[config.mk]
export PLATFORM = sky130hd
export DESIGN_NAME = output_writeback_flat
export DESIGN_NICKNAME = d
export VERILOG_FILES = /design/src/rtl/output_writeback_pkg.sv /design/src/rtl/output_writeback_if.sv /design/src/rtl/output_writeback_wb_fifo.sv /design/src/rtl/output_writeback.sv /design/src/flat_wrapper.sv
export SDC_FILE = /design/constraint.sdc
export NUM_CORES = 1
export LEC_CHECK = 0
export ABC_CLOCK_PERIOD_IN_PS = 3700
export BUFFER_PORTS_ARGS = -buffer_cell sky130_fd_sc_hd__buf_2
export CAP_MARGIN = 20
export CORE_AREA = 2 2 138 167
export CTS_CLUSTER_SIZE = 28
export DETAILED_ROUTE_END_ITERATION = 10
export DIE_AREA = 0 0 140 169
export HOLD_SLACK_MARGIN = 0.08
export PLACE_DENSITY_LB_ADDON = 0.12
export SYNTH_ARGS = -nofsm -noshare
export SYNTH_HDL_FRONTEND = slang
export SYNTH_SLANG_ARGS = --single-unit
[constraint.sdc]
create_clock -name clk -period 3.7 [get_ports clk]
set_input_delay 0.185 -clock clk [delete_from_list [all_inputs] [get_ports clk]]
set_output_delay 0.185 -clock clk [all_outputs]
set_load 0.05 [all_outputs]
[src/rtl/output_writeback_pkg.sv]
// Shared types and width helpers for the convolution core output writeback stage.
package output_writeback_pkg;

  typedef struct packed {
    int unsigned DATA_WIDTH;
    int unsigned FEATURE_MAP_WIDTH;
    int unsigned FEATURE_MAP_HEIGHT;
    int unsigned OUTPUT_NB_CHANNELS;
  } config_t;

  localparam config_t DEFAULT_CFG = '{
    DATA_WIDTH:         16,
    FEATURE_MAP_WIDTH:  4,
    FEATURE_MAP_HEIGHT: 4,
    OUTPUT_NB_CHANNELS: 2
  };

  typedef enum logic [1:0] {
    ST_IDLE = 2'd0,
    ST_RUN  = 2'd1,
    ST_DONE = 2'd2
  } wb_state_e;

  function automatic int clog2_min1(input int n);
    return (n <= 1) ? 1 : $clog2(n);
  endfunction

  function automatic int total_results(input config_t c);
    return int'(c.FEATURE_MAP_WIDTH * c.FEATURE_MAP_HEIGHT * c.OUTPUT_NB_CHANNELS);
  endfunction

  function automatic int coord_width(input int n);
    return clog2_min1(n);
  endfunction

  function automatic int addr_width(input config_t c);
    return clog2_min1(total_results(c));
  endfunction

  function automatic int count_width(input config_t c);
    return $clog2(total_results(c) + 1);
  endfunction

endpackage

[src/rtl/output_writeback_if.sv]
// Output-memory write port: valid/ready handshake carrying a flat address and a result.
interface output_writeback_if #(
  parameter int ADDR_W = 5,
  parameter int DATA_W = 16
);
  logic [ADDR_W-1:0]        wr_addr;
  logic signed [DATA_W-1:0] wr_data;
  logic                     wr_valid;
  logic                     wr_ready;

  modport master (output wr_addr, output wr_data, output wr_valid, input wr_ready);
  modport slave  (input wr_addr, input wr_data, input wr_valid, output wr_ready);
endinterface

[src/rtl/output_writeback_wb_fifo.sv]
// Synchronous FIFO with flush; the head entry is held in a register so the read side is glitch-free.
module wb_fifo #(
  parameter int WIDTH = 8,
  parameter int DEPTH = 4,
  localparam int LVL_W = $clog2(DEPTH + 1)
) (
  input  logic             clk,
  input  logic             arst_n,
  input  logic             flush_i,
  input  logic             push_i,
  input  logic             pop_i,
  input  logic [WIDTH-1:0] din_i,
  output logic [WIDTH-1:0] dout_o,
  output logic             valid_o,
  output logic             full_o,
  output logic             empty_o,
  output logic [LVL_W-1:0] level_o
);
  localparam int PTR_W = $clog2(DEPTH);

  logic [WIDTH-1:0] mem_q [DEPTH];
  logic [PTR_W-1:0] rd_ptr_q, rd_ptr_d, wr_ptr_q, wr_ptr_d;
  logic [LVL_W-1:0] level_q, level_d;
  logic [WIDTH-1:0] dout_q, dout_d;
  logic             valid_q;

  always_comb begin
    rd_ptr_d = rd_ptr_q;
    wr_ptr_d = wr_ptr_q;
    level_d  = level_q;
    dout_d   = dout_q;
    if (flush_i) begin
      rd_ptr_d = '0;
      wr_ptr_d = '0;
      level_d  = '0;
    end else begin
      if (push_i) wr_ptr_d = wr_ptr_q + 1'b1;
      if (pop_i)  rd_ptr_d = rd_ptr_q + 1'b1;
      if (push_i && !pop_i) level_d = level_q + 1'b1;
      else if (!push_i && pop_i) level_d = level_q - 1'b1;
      // Head register mirrors whichever entry sits at the read pointer after this cycle.
      if (pop_i) begin
        if (level_q > LVL_W'(1)) dout_d = mem_q[rd_ptr_d];
        else if (push_i)         dout_d = din_i;
      end else if (level_q == '0 && push_i) begin
        dout_d = din_i;
      end
    end
  end

  always_ff @(posedge clk) begin
    if (push_i && !flush_i) mem_q[wr_ptr_q] <= din_i;
  end

  always_ff @(posedge clk or negedge arst_n) begin
    if (!arst_n) begin
      rd_ptr_q <= '0;
      wr_ptr_q <= '0;
      level_q  <= '0;
      dout_q   <= '0;
      valid_q  <= 1'b0;
    end else begin
      rd_ptr_q <= rd_ptr_d;
      wr_ptr_q <= wr_ptr_d;
      level_q  <= level_d;
      dout_q   <= dout_d;
      valid_q  <= (level_d != '0);
    end
  end

  assign dout_o  = dout_q;
  assign valid_o = valid_q;
  assign full_o  = (level_q == LVL_W'(DEPTH));
  assign empty_o = (level_q == '0);
  assign level_o = level_q;
endmodule

[src/rtl/output_writeback.sv]
// Writeback stage: range-checks and optionally ReLUs the core output stream, flattens
// coordinates to a channel-major address and drains results through a FIFO to memory.
module output_writeback
  import output_writeback_pkg::*;
#(
  parameter config_t CFG        = DEFAULT_CFG,
  parameter int      FIFO_DEPTH = 4,
  parameter bit      RELU       = 1'b0,
  localparam int DATA_W = int'(CFG.DATA_WIDTH),
  localparam int X_W    = coord_width(int'(CFG.FEATURE_MAP_WIDTH)),
  localparam int Y_W    = coord_width(int'(CFG.FEATURE_MAP_HEIGHT)),
  localparam int CH_W   = coord_width(int'(CFG.OUTPUT_NB_CHANNELS)),
  localparam int ADDR_W = addr_width(CFG),
  localparam int CNT_W  = count_width(CFG)
) (
  input  logic                     clk,
  input  logic                     arst_n,
  input  logic                     start_i,
  input  logic                     in_valid_i,
  input  logic signed [DATA_W-1:0] in_data_i,
  input  logic [X_W-1:0]           in_x_i,
  input  logic [Y_W-1:0]           in_y_i,
  input  logic [CH_W-1:0]          in_ch_i,
  output_writeback_if.master       wr,
  output logic [CNT_W-1:0]         count_o,
  output logic                     done_o,
  output logic                     overflow_o,
  output logic                     coord_err_o
);
  localparam int W       = int'(CFG.FEATURE_MAP_WIDTH);
  localparam int H       = int'(CFG.FEATURE_MAP_HEIGHT);
  localparam int C       = int'(CFG.OUTPUT_NB_CHANNELS);
  localparam int TOTAL   = total_results(CFG);
  localparam int ENTRY_W = ADDR_W + DATA_W;
  localparam int LVL_W   = $clog2(FIFO_DEPTH + 1);

  wb_state_e          state_q, state_d;
  logic [CNT_W-1:0]   count_q, count_d;
  logic               done_q, done_d;
  logic               overflow_q, overflow_d;
  logic               coord_err_q, coord_err_d;
  logic               accept, in_range, push, pop, next_empty;
  logic [ADDR_W-1:0]  addr_calc;
  logic [ENTRY_W-1:0] fifo_din, fifo_dout;
  logic               fifo_valid, fifo_full, fifo_empty;
  logic [LVL_W-1:0]   fifo_level;

  function automatic logic signed [DATA_W-1:0] relu(input logic signed [DATA_W-1:0] d);
    if (RELU && d[DATA_W-1]) return '0;
    return d;
  endfunction

  always_comb begin
    in_range   = (int'(in_x_i) < W) && (int'(in_y_i) < H) && (int'(in_ch_i) < C);
    accept     = (state_q == ST_RUN) && in_valid_i && !start_i;
    pop        = fifo_valid && wr.wr_ready;
    push       = accept && in_range && (!fifo_full || pop);
    // Operands widened to the full address width first so ch*H*W cannot wrap.
    addr_calc  = (ADDR_W'(in_ch_i) * ADDR_W'(H) + ADDR_W'(in_y_i)) * ADDR_W'(W)
                 + ADDR_W'(in_x_i);
    fifo_din   = {addr_calc, relu(in_data_i)};
    next_empty = (fifo_empty && !push) || ((fifo_level == LVL_W'(1)) && pop && !push);
  end

  always_comb begin
    state_d     = state_q;
    count_d     = count_q;
    overflow_d  = overflow_q;
    coord_err_d = coord_err_q;
    if (start_i) begin
      state_d     = ST_RUN;
      count_d     = '0;
      overflow_d  = 1'b0;
      coord_err_d = 1'b0;
    end else begin
      if (pop && count_q != CNT_W'(TOTAL)) count_d = count_q + 1'b1;
      if (accept && !in_range) coord_err_d = 1'b1;
      if (accept && in_range && fifo_full && !pop) overflow_d = 1'b1;
      unique case (state_q)
        ST_IDLE: state_d = ST_IDLE;
        ST_RUN:  if (count_d == CNT_W'(TOTAL) && next_empty) state_d = ST_DONE;
        ST_DONE: state_d = ST_DONE;
        default: state_d = ST_IDLE;
      endcase
    end
    done_d = (state_d == ST_DONE);
  end

  always_ff @(posedge clk or negedge arst_n) begin
    if (!arst_n) begin
      state_q     <= ST_IDLE;
      count_q     <= '0;
      done_q      <= 1'b0;
      overflow_q  <= 1'b0;
      coord_err_q <= 1'b0;
    end else begin
      state_q     <= state_d;
      count_q     <= count_d;
      done_q      <= done_d;
      overflow_q  <= overflow_d;
      coord_err_q <= coord_err_d;
    end
  end

  wb_fifo #(
    .WIDTH (ENTRY_W),
    .DEPTH (FIFO_DEPTH)
  ) u_fifo (
    .clk     (clk),
    .arst_n  (arst_n),
    .flush_i (start_i),
    .push_i  (push),
    .pop_i   (pop),
    .din_i   (fifo_din),
    .dout_o  (fifo_dout),
    .valid_o (fifo_valid),
    .full_o  (fifo_full),
    .empty_o (fifo_empty),
    .level_o (fifo_level)
  );

  assign wr.wr_valid = fifo_valid;
  assign wr.wr_addr  = fifo_dout[ENTRY_W-1:DATA_W];
  assign wr.wr_data  = fifo_dout[DATA_W-1:0];
  assign count_o     = count_q;
  assign done_o      = done_q;
  assign overflow_o  = overflow_q;
  assign coord_err_o = coord_err_q;
endmodule

[src/flat_wrapper.sv]
// flat-port wrapper written by rule: the top's interface ports become plain ports
module output_writeback_flat import output_writeback_pkg::*;
#(
  parameter config_t CFG        = DEFAULT_CFG,
  parameter int      FIFO_DEPTH = 4,
  parameter bit      RELU       = 1'b0,
  localparam int DATA_W = int'(CFG.DATA_WIDTH),
  localparam int X_W    = coord_width(int'(CFG.FEATURE_MAP_WIDTH)),
  localparam int Y_W    = coord_width(int'(CFG.FEATURE_MAP_HEIGHT)),
  localparam int CH_W   = coord_width(int'(CFG.OUTPUT_NB_CHANNELS)),
  localparam int ADDR_W = addr_width(CFG),
  localparam int CNT_W  = count_width(CFG)
)
  (clk, arst_n, start_i, in_valid_i, in_data_i, in_x_i, in_y_i, in_ch_i, count_o, done_o, overflow_o, coord_err_o, wr_wr_addr, wr_wr_data, wr_wr_valid, wr_wr_ready);
  output_writeback_if wr_i ();
  input  logic clk;
  input  logic arst_n;
  input  logic start_i;
  input  logic in_valid_i;
  input  logic signed [DATA_W-1:0] in_data_i;
  input  logic [X_W-1:0] in_x_i;
  input  logic [Y_W-1:0] in_y_i;
  input  logic [CH_W-1:0] in_ch_i;
  output logic [CNT_W-1:0] count_o;
  output logic done_o;
  output logic overflow_o;
  output logic coord_err_o;
  output wire logic [$bits(wr_i.wr_addr)-1:0] wr_wr_addr;
  output wire logic [$bits(wr_i.wr_data)-1:0] wr_wr_data;
  output wire logic [$bits(wr_i.wr_valid)-1:0] wr_wr_valid;
  input wire logic [$bits(wr_i.wr_ready)-1:0] wr_wr_ready;
  assign wr_wr_addr = wr_i.wr_addr;
  assign wr_wr_data = wr_i.wr_data;
  assign wr_wr_valid = wr_i.wr_valid;
  assign wr_i.wr_ready = wr_wr_ready;
  output_writeback #(.CFG(CFG), .FIFO_DEPTH(FIFO_DEPTH), .RELU(RELU)) u_core (.clk(clk), .arst_n(arst_n), .start_i(start_i), .in_valid_i(in_valid_i), .in_data_i(in_data_i), .in_x_i(in_x_i), .in_y_i(in_y_i), .in_ch_i(in_ch_i), .wr(wr_i), .count_o(count_o), .done_o(done_o), .overflow_o(overflow_o), .coord_err_o(coord_err_o));
endmodule
==> out/metrics.yaml, run 1 <==
flow_run:
  max-cap-violations: 0
sta:
  fin_skew_ns: 0.0103
  maxSlewHeadroom_pct: 41.6
  slew_viol_final: 0
  rsz0062_at_grt: "no"
  period_needed_ns: 2.63
  setup_violations: 0
  setup_ws_ns: 1.07
  worstMarginPinSlew_ns: 0.876
  finalHoldViolations: 0
  period_share_pct: 71.2
  fmax_mhz: 380
  holdWs_ns: 0.188
  tns_ns: 0
route:
  drc: 3
  drt_wl_total_microns: 12600
  postRouteAntennaNets: 0
  firstDrtPassIters: 9
  wl_per_cell_microns: 17.9
  via_per_inst: 4.38
  initialDrtViolationCount: 160
  via_count: 3084
synth:
  synthDominantCellAreaShare_pct: 46.2
  synth_warnings: 0
  yosysTopAreaCell: "edfxtp_1"
  synth_nets: 363
  ys_seq_area_share_pct: 64.0
  synthTopCellsByArea: "edfxtp_1 (46%), dfrtp_1 (18%), mux4_2 (6.2%)"
  synth_edf_count: 84
  ys_top_cells_by_count: "edfxtp_1 (84), dfrtp_1 (39), mux2_2 (27)"
  ys_seq_elements: 123
  yosysMostFrequentCell: "edfxtp_1"
  synthArstFlopShare_pct: 31.7
  syn_inst: 325
  avgSynthCellArea_sq_um: 16.8
  synth_top_flop_cell: "edfxtp_1"
  syn_area_sq_um: 5470
  yosysUniqueCellTypes: 57
global_route:
  grt_max_degree: 40
  antenna_found_initial: 0
  grtUsageTotal_pct: 11.2
  globalRouteOverflowTotal: 0
  grt_pass1_vias: 3335
  grt_pass1_wl_microns: 19800
final_layout:
  fin_area_sq_um: 6860
  diodes: 0
  drive_gt1_share_pct: 35.8
  layout.cells.non_filler: 704
  nets: 450
  utilization_pct: 31.0
  nFillCells: 2168
  area_growth_pct: 25.5
floorplan:
  rows: 60
  coreArea_sq_um: 22100
  dieWidth_microns: 140
  die_area_sq_um: 23700
  die_h_microns: 169
  initial_core_util_pct: 24.7
  ios: 57
clock_tree:
  cts_made_buffers: 17
  cts_resized: 0
  numClockSinks: 123
  cts_buffer_depth: 2
  cts_root_buf: "clkbuf_16"
  path_clk_slew_ns: 0.06
  cts_max_level: 4
  cts_tree: "done"
  clock_latency_ns: 0.41
critical_path:
  ff2ff_setup_slack_ns: 1.07
  crit_arrival_ns: 2.93
  path_max_fanout: 17
  crit_path_start_kind: "register"
  cp.required_ns: 4.00
  end_kind: "register"
  worstSetupPathType: "register to register"
power:
  fin_total_pwr_mw: 4.86
  vdd_drop_max_v: 0.000311
  p_leak_nw: 2.58
  power_density_nw_per_um2: 709
run_status:
  status: "finished with violations"
  violations: "DRC"
placed_design:
  dpl.cell_count: 650
  dp_hpwl_microns: 7830
  dp_slack_ns: 0.985
  port_buffers: 55
  dpl_cell_area_sq_um: 6030
  gp_congestion: 0.751
hold_path:
  hold_path_class: "primary input to register"
-- layout make-up --
cell class,instances,area (sq um),area share [%]
clock buffers,18,429,6.26
flip-flops and latches,123,3500,51.0
clock inverters,14,184,2.68
multi-input cells,171,1790,26.1
well taps,279,349,5.09
inverters,14,52.6,0.766
repair buffers,85,556,8.10
-- cells by family (layout without fill, tap and decap cells) --
family / count (synthesis) / after routing / synth area share, %
AOI/OAI and AO/OA: 41 / 41 / 5.38
xor gates and xnor gates: 4 / 4 / 0.641
adders and majority gates: 12 / 12 / 2.75
buffers and inverters: 31 / 131 / 3.59
DFF: 123 / 123 / 64.0
muxes: 65 / 65 / 18.5
other: 1 / 1 / 0.0686
and+or+nand+nor: 48 / 48 / 5.11
-- timing repair --
action / CTS / global route
buffers inserted: 0 / 0
endpoints found under the hold margin: 123 / 0
hold buffers: 22 / 0
-- layout by cell type, fill, tap and decap left out, types with 4 or more instances in the layout --
master,instances
a21oi_1,4
o211ai_1,4
mux4_1,5
nor3_1,5
mux2_1,4
ha_1,12
o21ai_0,6
clkbuf_16,17
edfxtp_1,84
dfrtp_1,38
nor2b_1,4
and2_1,6
mux2_4,10
o21a_1,4
mux2i_1,4
dlygate4sd3_1,22
mux2_2,27
inv_1,14
nor2_1,11
buf_2,55
mux4_2,15
nand2_1,5
inv_6,6
buf_4,8
-- power breakdown --
group | leakage, nW | internal, mW | switching [mW]
combinational | 1.04 | 0.468 | 0.846
clock | 0.293 | 1.08 | 0.633
sequential | 1.25 | 1.67 | 0.173
-- routing by layer --
layer	up-vias	part of all wire, %	GRT usage, %
li1	1438	-	-
met5	-	0	0
met1	1574	48	14.5
met4	0	1.2	3.29
met2	63	47	18.2
met3	9	3.6	3.51
-- path summary, 6_finish.rpt --
check | cells past startpoint | startpoint | to
min in group asynchronous | 3 | arst_n | u_core.count_o[3]$_DFF_PN0_
setup / recovery | 5 | u_core.u_fifo.valid_o$_DFF_PN0_ | u_core.u_fifo.dout_o[14]$_DFFE_PN0P_
hold / removal | 2 | start_i | u_core.count_o[1]$_DFF_PN0_
max in group asynchronous | 3 | arst_n | u_core.u_fifo.rd_ptr_q[1]$_DFF_PN0_
setup reg to reg | 5 | u_core.u_fifo.valid_o$_DFF_PN0_ | u_core.u_fifo.dout_o[14]$_DFFE_PN0P_
hold reg to reg | 1 | u_core.u_fifo.dout_o[1]$_DFFE_PN0P_ | u_core.u_fifo.dout_o[1]$_DFFE_PN0P_
-- critical path, cell delays in order, from the launching register on --
cell	delay, ns
dfrtp_1	0.55
and2_1	0.43
o21ai_0	0.28
a21oi_4	0.66
buf_4	0.25
mux2_2	0.33
-- sequential cells by signal (all words and copies together) (netlist names) --
register / count
u_core.u_fifo.valid_o: 1
u_core.done_o: 1
u_core.u_fifo.level_o: 3
u_core.state_q: 2
u_core.u_fifo.dout_o: 21
u_core.u_fifo.wr_ptr_q: 2
u_core.u_fifo.mem_q: 84
u_core.count_o: 6
u_core.u_fifo.rd_ptr_q: 2
u_core.overflow_o: 1
No activity file was read; power rests on OpenSTA's default activity.
==> inputs of run 2 (changes only) <==
--- a/config.mk
+++ b/config.mk
@@ -5,7 +5,7 @@
 export SDC_FILE = /design/constraint.sdc
 export NUM_CORES = 1
 export LEC_CHECK = 0
-export ABC_CLOCK_PERIOD_IN_PS = 3700
+export ABC_CLOCK_PERIOD_IN_PS = 2750
 export BUFFER_PORTS_ARGS = -buffer_cell sky130_fd_sc_hd__buf_2
 export CAP_MARGIN = 20
 export CORE_AREA = 2 2 138 167
==> constraint.sdc (replaced) <==
create_clock -name clk -period 2.75 [get_ports clk]
set_input_delay 0.1375 -clock clk [delete_from_list [all_inputs] [get_ports clk]]
set_output_delay 0.1375 -clock clk [all_outputs]
set_load 0.05 [all_outputs]
==> run 2 against run 1 <==
  * The run still ends with DRC left
  * Routed wire length rose by 1.3%
  * Sequential power grew 33%
  * Clock-buffer cell count is 1 higher
  * Critical path depth did not move
  * Utilization rose by 0.72 points
  * Die area is the same
  * Worst setup slack lost 0.64 ns
  * Critical path type unchanged
==> out/metrics.yaml, run 2 (synthesis gave the netlist of run 1 again) <==
clock_tree:
  cts_root_buf: "clkbuf_16"
  cts_resized: 0
  path_clk_slew_ns: 0.06
  cts_max_level: 4
  cts_made_buffers: 17
  numClockSinks: 123
  cts_tree: "done"
  cts_buffer_depth: 2
  clock_latency_ns: 0.41
final_layout:
  drive_gt1_share_pct: 36.7
  nets: 456
  layout_commonest_cell: "edfxtp_1"
  diodes: 0
  largest-register: "u_core.u_fifo.mem_q"
  final_cell_mix: "edfxtp_1 (84), buf_2 (55), dfrtp_1 (38)"
  area_growth_pct: 28.4
  largest_reg_flops: 84
  fin_area_sq_um: 7020
sta:
  slew_viol_final: 0
  setup_violations: 0
  fmax_mhz: 431
  period_share_pct: 84.4
  maxSlewHeadroom_pct: 61.7
  rsz0062_at_grt: "no"
  fin_skew_ns: 0.00643
  worstMarginPinSlew_ns: 0.574
  finalHoldViolations: 0
  tns_ns: 0
  period_needed_ns: 2.32
power:
  power_density_nw_per_um2: 975
  p_leak_nw: 2.66
  vdd_drop_max_v: 0.000435
route:
  via_count: 3119
  wl_per_cell_microns: 17.9
  postRouteAntennaNets: 0
  drt_wl_total_microns: 12700
  drc: 4
  firstDrtPassIters: 9
  via_per_inst: 4.39
  initialDrtViolationCount: 129
critical_path:
  path_buf_inv: 1
  max_stage_delay_ns: 0.59
  ff2ff_setup_slack_ns: 0.43
  path_delay_family: "flip-flops"
  end_kind: "register"
  cp.required_ns: 3.04
  crit_arrival_ns: 2.61
  critPathSlowestCell: "dfrtp_1"
  path_max_fanout: 21
  worstSetupPathType: "register to register"
  path_cells: "and2_1 -> o21ai_0 -> a21oi_4 -> buf_12 -> mux2_2"
  crit_path_start_kind: "register"
run_status:
  status: "finished with violations"
  violations: "DRC"
placed_design:
  dpl_cell_area_sq_um: 6090
  gp_congestion: 0.709
  port_buffers: 55
  dp_hpwl_microns: 8000
floorplan:
  die_h_microns: 169
  initial_core_util_pct: 24.7
  rows: 60
  die_area_sq_um: 23700
  ios: 57
  dieWidth_microns: 140
  coreArea_sq_um: 22100
global_route:
  globalRouteOverflowTotal: 0
  grt_pass1_vias: 3326
  use_met3_pct: 3.03
  grt_util_met1_pct: 14.4
  grt_max_degree: 40
  grtUsageTotal_pct: 11.3
  grt_use_met2_pct: 18.5
  busiest_layer: "met2"
  grt_pass1_wl_microns: 19900
  antenna_found_initial: 0
hold_path:
  hold_path_class: "primary input to register"
flow_run:
  max-cap-violations: 0
[run 2: final cells by class]
type / instances / area [sq um]
clock buffer: 19 / 443
clock inverter: 13 / 239
fill: 2153 / 15100
inverter: 14 / 52.6
multi-input combinational: 171 / 1790
sequential: 123 / 3500
tap: 279 / 349
timing repair buffer: 91 / 646
[run 2: path summary, 6_finish.rpt]
path                                                           from                                   to  cells after the start
worst max-delay path                u_core.u_fifo.valid_o$_DFF_PN0_  u_core.u_fifo.dout_o[0]$_DFFE_PN0P_                      5
worst min-delay path                                        start_i          u_core.count_o[5]$_DFF_PN0_                      2
worst max register to register      u_core.u_fifo.valid_o$_DFF_PN0_  u_core.u_fifo.dout_o[0]$_DFFE_PN0P_                      5
worst min register to register  u_core.u_fifo.dout_o[1]$_DFFE_PN0P_  u_core.u_fifo.dout_o[1]$_DFFE_PN0P_                      1
max in group asynchronous                                    arst_n  u_core.u_fifo.dout_o[2]$_DFFE_PN0P_                      3
min in group asynchronous                                    arst_n          u_core.count_o[3]$_DFF_PN0_                      2
[run 2: where the power goes]
group | leakage, nW | total, mW | internal, mW | switching [mW]
clock | 0.324 | 2.57 | 1.73 | 0.834
sequential | 1.25 | 2.45 | 2.25 | 0.200
combinational | 1.09 | 1.83 | 0.651 | 1.18
[run 2: routing by layer]
metal	part of all wire [%]	vias up
met5	0	-
li1	-	1454
met3	3.6	13
met4	1.2	0
met2	48	65
met1	47	1587
[run 2: worst reg2reg max path: stages (launching register included)]
cell and delay (ns):
dfrtp_1 0.59, and2_1 0.50, o21ai_0 0.30, a21oi_4 0.23, buf_12 0.22, mux2_2 0.36
[run 2: metrics by stage]
stage	setup WS (ns)	power (mW)	cells	hold WS, ns	utilization [%]
5_1_grt	0.297	7.16	710	0.142	31.7
3_5_place_dp	0.437	4.31	655	0.378	27.5
6_report	0.430	6.84	710	0.133	31.7
4_1_cts	0.415	6.95	709	0.125	31.6
3_3_place_gp	0.451	4.30	655	0.368	27.5
2_1_floorplan	0.460	3.81	325	-0.158	-
[run 2: timing repair]
item                                   CTS  global route
endpoints found under the hold margin  123             0
setup buffers                            0             0
hold buffers                            22             0
==> inputs of run 3 (changes only) <==
--- a/config.mk
+++ b/config.mk
@@ -5,7 +5,7 @@
 export SDC_FILE = /design/constraint.sdc
 export NUM_CORES = 1
 export LEC_CHECK = 0
-export ABC_CLOCK_PERIOD_IN_PS = 2750
+export ABC_CLOCK_PERIOD_IN_PS = 2200
 export BUFFER_PORTS_ARGS = -buffer_cell sky130_fd_sc_hd__buf_2
 export CAP_MARGIN = 20
 export CORE_AREA = 2 2 138 167
==> constraint.sdc (replaced) <==
create_clock -name clk -period 2.2 [get_ports clk]
set_input_delay 0.11 -clock clk [delete_from_list [all_inputs] [get_ports clk]]
set_output_delay 0.11 -clock clk [all_outputs]
set_load 0.05 [all_outputs]
==> run 3 against run 2 <==
  * The flow still finishes with violations (DRC)
  * Register-to-register slack lost 0.30 ns
  * Critical endpoint is now u_core.u_fifo.dout_o[16]$_DFFE_PN0P_
  * Critical path depth rose by 1
  * Cell count up 1.4%
==> out/metrics.yaml, run 3 (synthesis gave the netlist of run 1 again) <==
sta:
  slew_viol_final: 0
  holdWs_ns: 0.162
  period_share_pct: 93.9
  period_needed_ns: 2.07
  finalHoldViolations: 0
  fmax_mhz: 484
  worstMarginPinSlew_ns: 0.611
  maxSlewHeadroom_pct: 59.2
  fin_skew_ns: 0.00654
  setup_violations: 0
run_status:
  status: "finished with violations"
  violations: "DRC"
route:
  postRouteAntennaNets: 0
  via_count: 3153
  initialDrtViolationCount: 154
  drc: 4
  drt_wl_total_microns: 12600
  via_per_inst: 4.38
  wl_per_cell_microns: 17.5
  firstDrtPassIters: 9
final_layout:
  nets: 466
  utilization_pct: 31.9
  largest_reg_flops: 84
  layout_commonest_cell: "edfxtp_1"
  area_growth_pct: 29.3
  drive_gt1_share_pct: 38.8
  largest-register: "u_core.u_fifo.mem_q"
  diodes: 0
  final_cell_mix: "edfxtp_1 (84), buf_2 (55), dfrtp_1 (39)"
critical_path:
  cp.required_ns: 2.49
  path_buf_inv: 1
  crit_arrival_ns: 2.36
  max_stage_delay_ns: 0.44
  worstSetupPathType: "register to register"
  path_cells: "ha_1 -> nor2b_1 -> or3_1 -> a21oi_4 -> buf_12 -> mux2_2"
  crit_path_start_kind: "register"
  path_delay_family: "simple AND/OR/NAND/NOR gates"
  critPathSlowestCell: "dfrtp_1"
  path_max_fanout: 16
  end_kind: "register"
global_route:
  antenna_found_initial: 0
  grtUsageTotal_pct: 11.1
  grt_pass1_wl_microns: 19600
  globalRouteOverflowTotal: 0
  grt_pass1_vias: 3403
  grt_max_degree: 40
floorplan:
  die_area_sq_um: 23700
  dieWidth_microns: 140
  die_h_microns: 169
  rows: 60
  ios: 57
  initial_core_util_pct: 24.7
  coreArea_sq_um: 22100
clock_tree:
  path_clk_slew_ns: 0.06
  cts_resized: 0
  cts_made_buffers: 17
  cts_tree: "done"
  numClockSinks: 123
  cts_buffer_depth: 2
  cts_max_level: 4
  cts_root_buf: "clkbuf_16"
  clock_latency_ns: 0.41
flow_run:
  max-cap-violations: 0
placed_design:
  port_buffers: 55
  dp_hpwl_microns: 7910
  gp_congestion: 0.770
hold_path:
  hold_path_class: "primary input to register"
power:
  p_leak_nw: 2.67
  vdd_drop_max_v: 0.000520
  power_density_nw_per_um2: 1160
-- run 3: where the power goes --
part	switching [mW]	internal, mW	total, mW
clock	1.05	1.69	2.74
combinational	1.50	0.918	2.42
sequential	0.218	2.81	3.03
total	2.77	5.42	8.19
-- run 3: final cells by class --
class,instances,area [sq um]
clock buffers,18,439
clock inverters,14,148
fillers,2191,15100
inverters,14,52.6
multi-input cells,171,1790
flip-flops and latches,123,3500
well taps,279,349
repair buffers,101,793
-- run 3: worst min-delay path, stage by stage --
cell and delay [ns]:
buf_2 0.20, a211oi_1 0.08, a2bb2oi_1 0.14
-- run 3: per-layer routing --
layer / global-route usage, % / part of all wire [%] / vias to the layer above
li1: - / - / 1480
met1: 14.2 / 46 / 1602
met2: 18.4 / 50 / 57
met3: 2.74 / 3.0 / 14
met4: 3.86 / 1.3 / 0
met5: 0 / 0 / -
-- run 3: worst paths after layout --
check,startpoint,endpoint,slack [ns],depth (start not counted)
min in group asynchronous,arst_n,u_core.count_o[0]$_DFF_PN0_,0.34,3
worst max-delay path,u_core.u_fifo.level_o[0]$_DFF_PN0_,u_core.u_fifo.dout_o[16]$_DFFE_PN0P_,0.13,6
worst min-delay path,start_i,u_core.u_fifo.dout_o[19]$_DFFE_PN0P_,0.16,3
worst max register to register,u_core.u_fifo.level_o[0]$_DFF_PN0_,u_core.u_fifo.dout_o[16]$_DFFE_PN0P_,0.13,6
max in group asynchronous,arst_n,u_core.u_fifo.dout_o[3]$_DFFE_PN0P_,1.44,3
worst min register to register,u_core.u_fifo.dout_o[4]$_DFFE_PN0P_,u_core.u_fifo.dout_o[4]$_DFFE_PN0P_,0.49,1
-- run 3: metrics by stage --
step	instance area, sq um	worst slack (ns)	TNS (ns)	total power [mW]	instances
after floorplan	5470	0.0554	0	4.77	325
after global placement	6220	0.194	0	5.46	663
after detailed placement	6220	0.135	0	5.47	663
after CTS	7030	0.126	0	8.29	717
after global routing	7070	-0.0111	-0.0111	8.60	720
final	7070	0.134	0	8.19	720
-- run 3: repair_timing --
item | in CTS | in global routing
buffers inserted | 0 | 2
hold endpoints to repair | 123 | 0
endpoints found under the setup margin | 0 | 1
hold buffers | 22 | 0
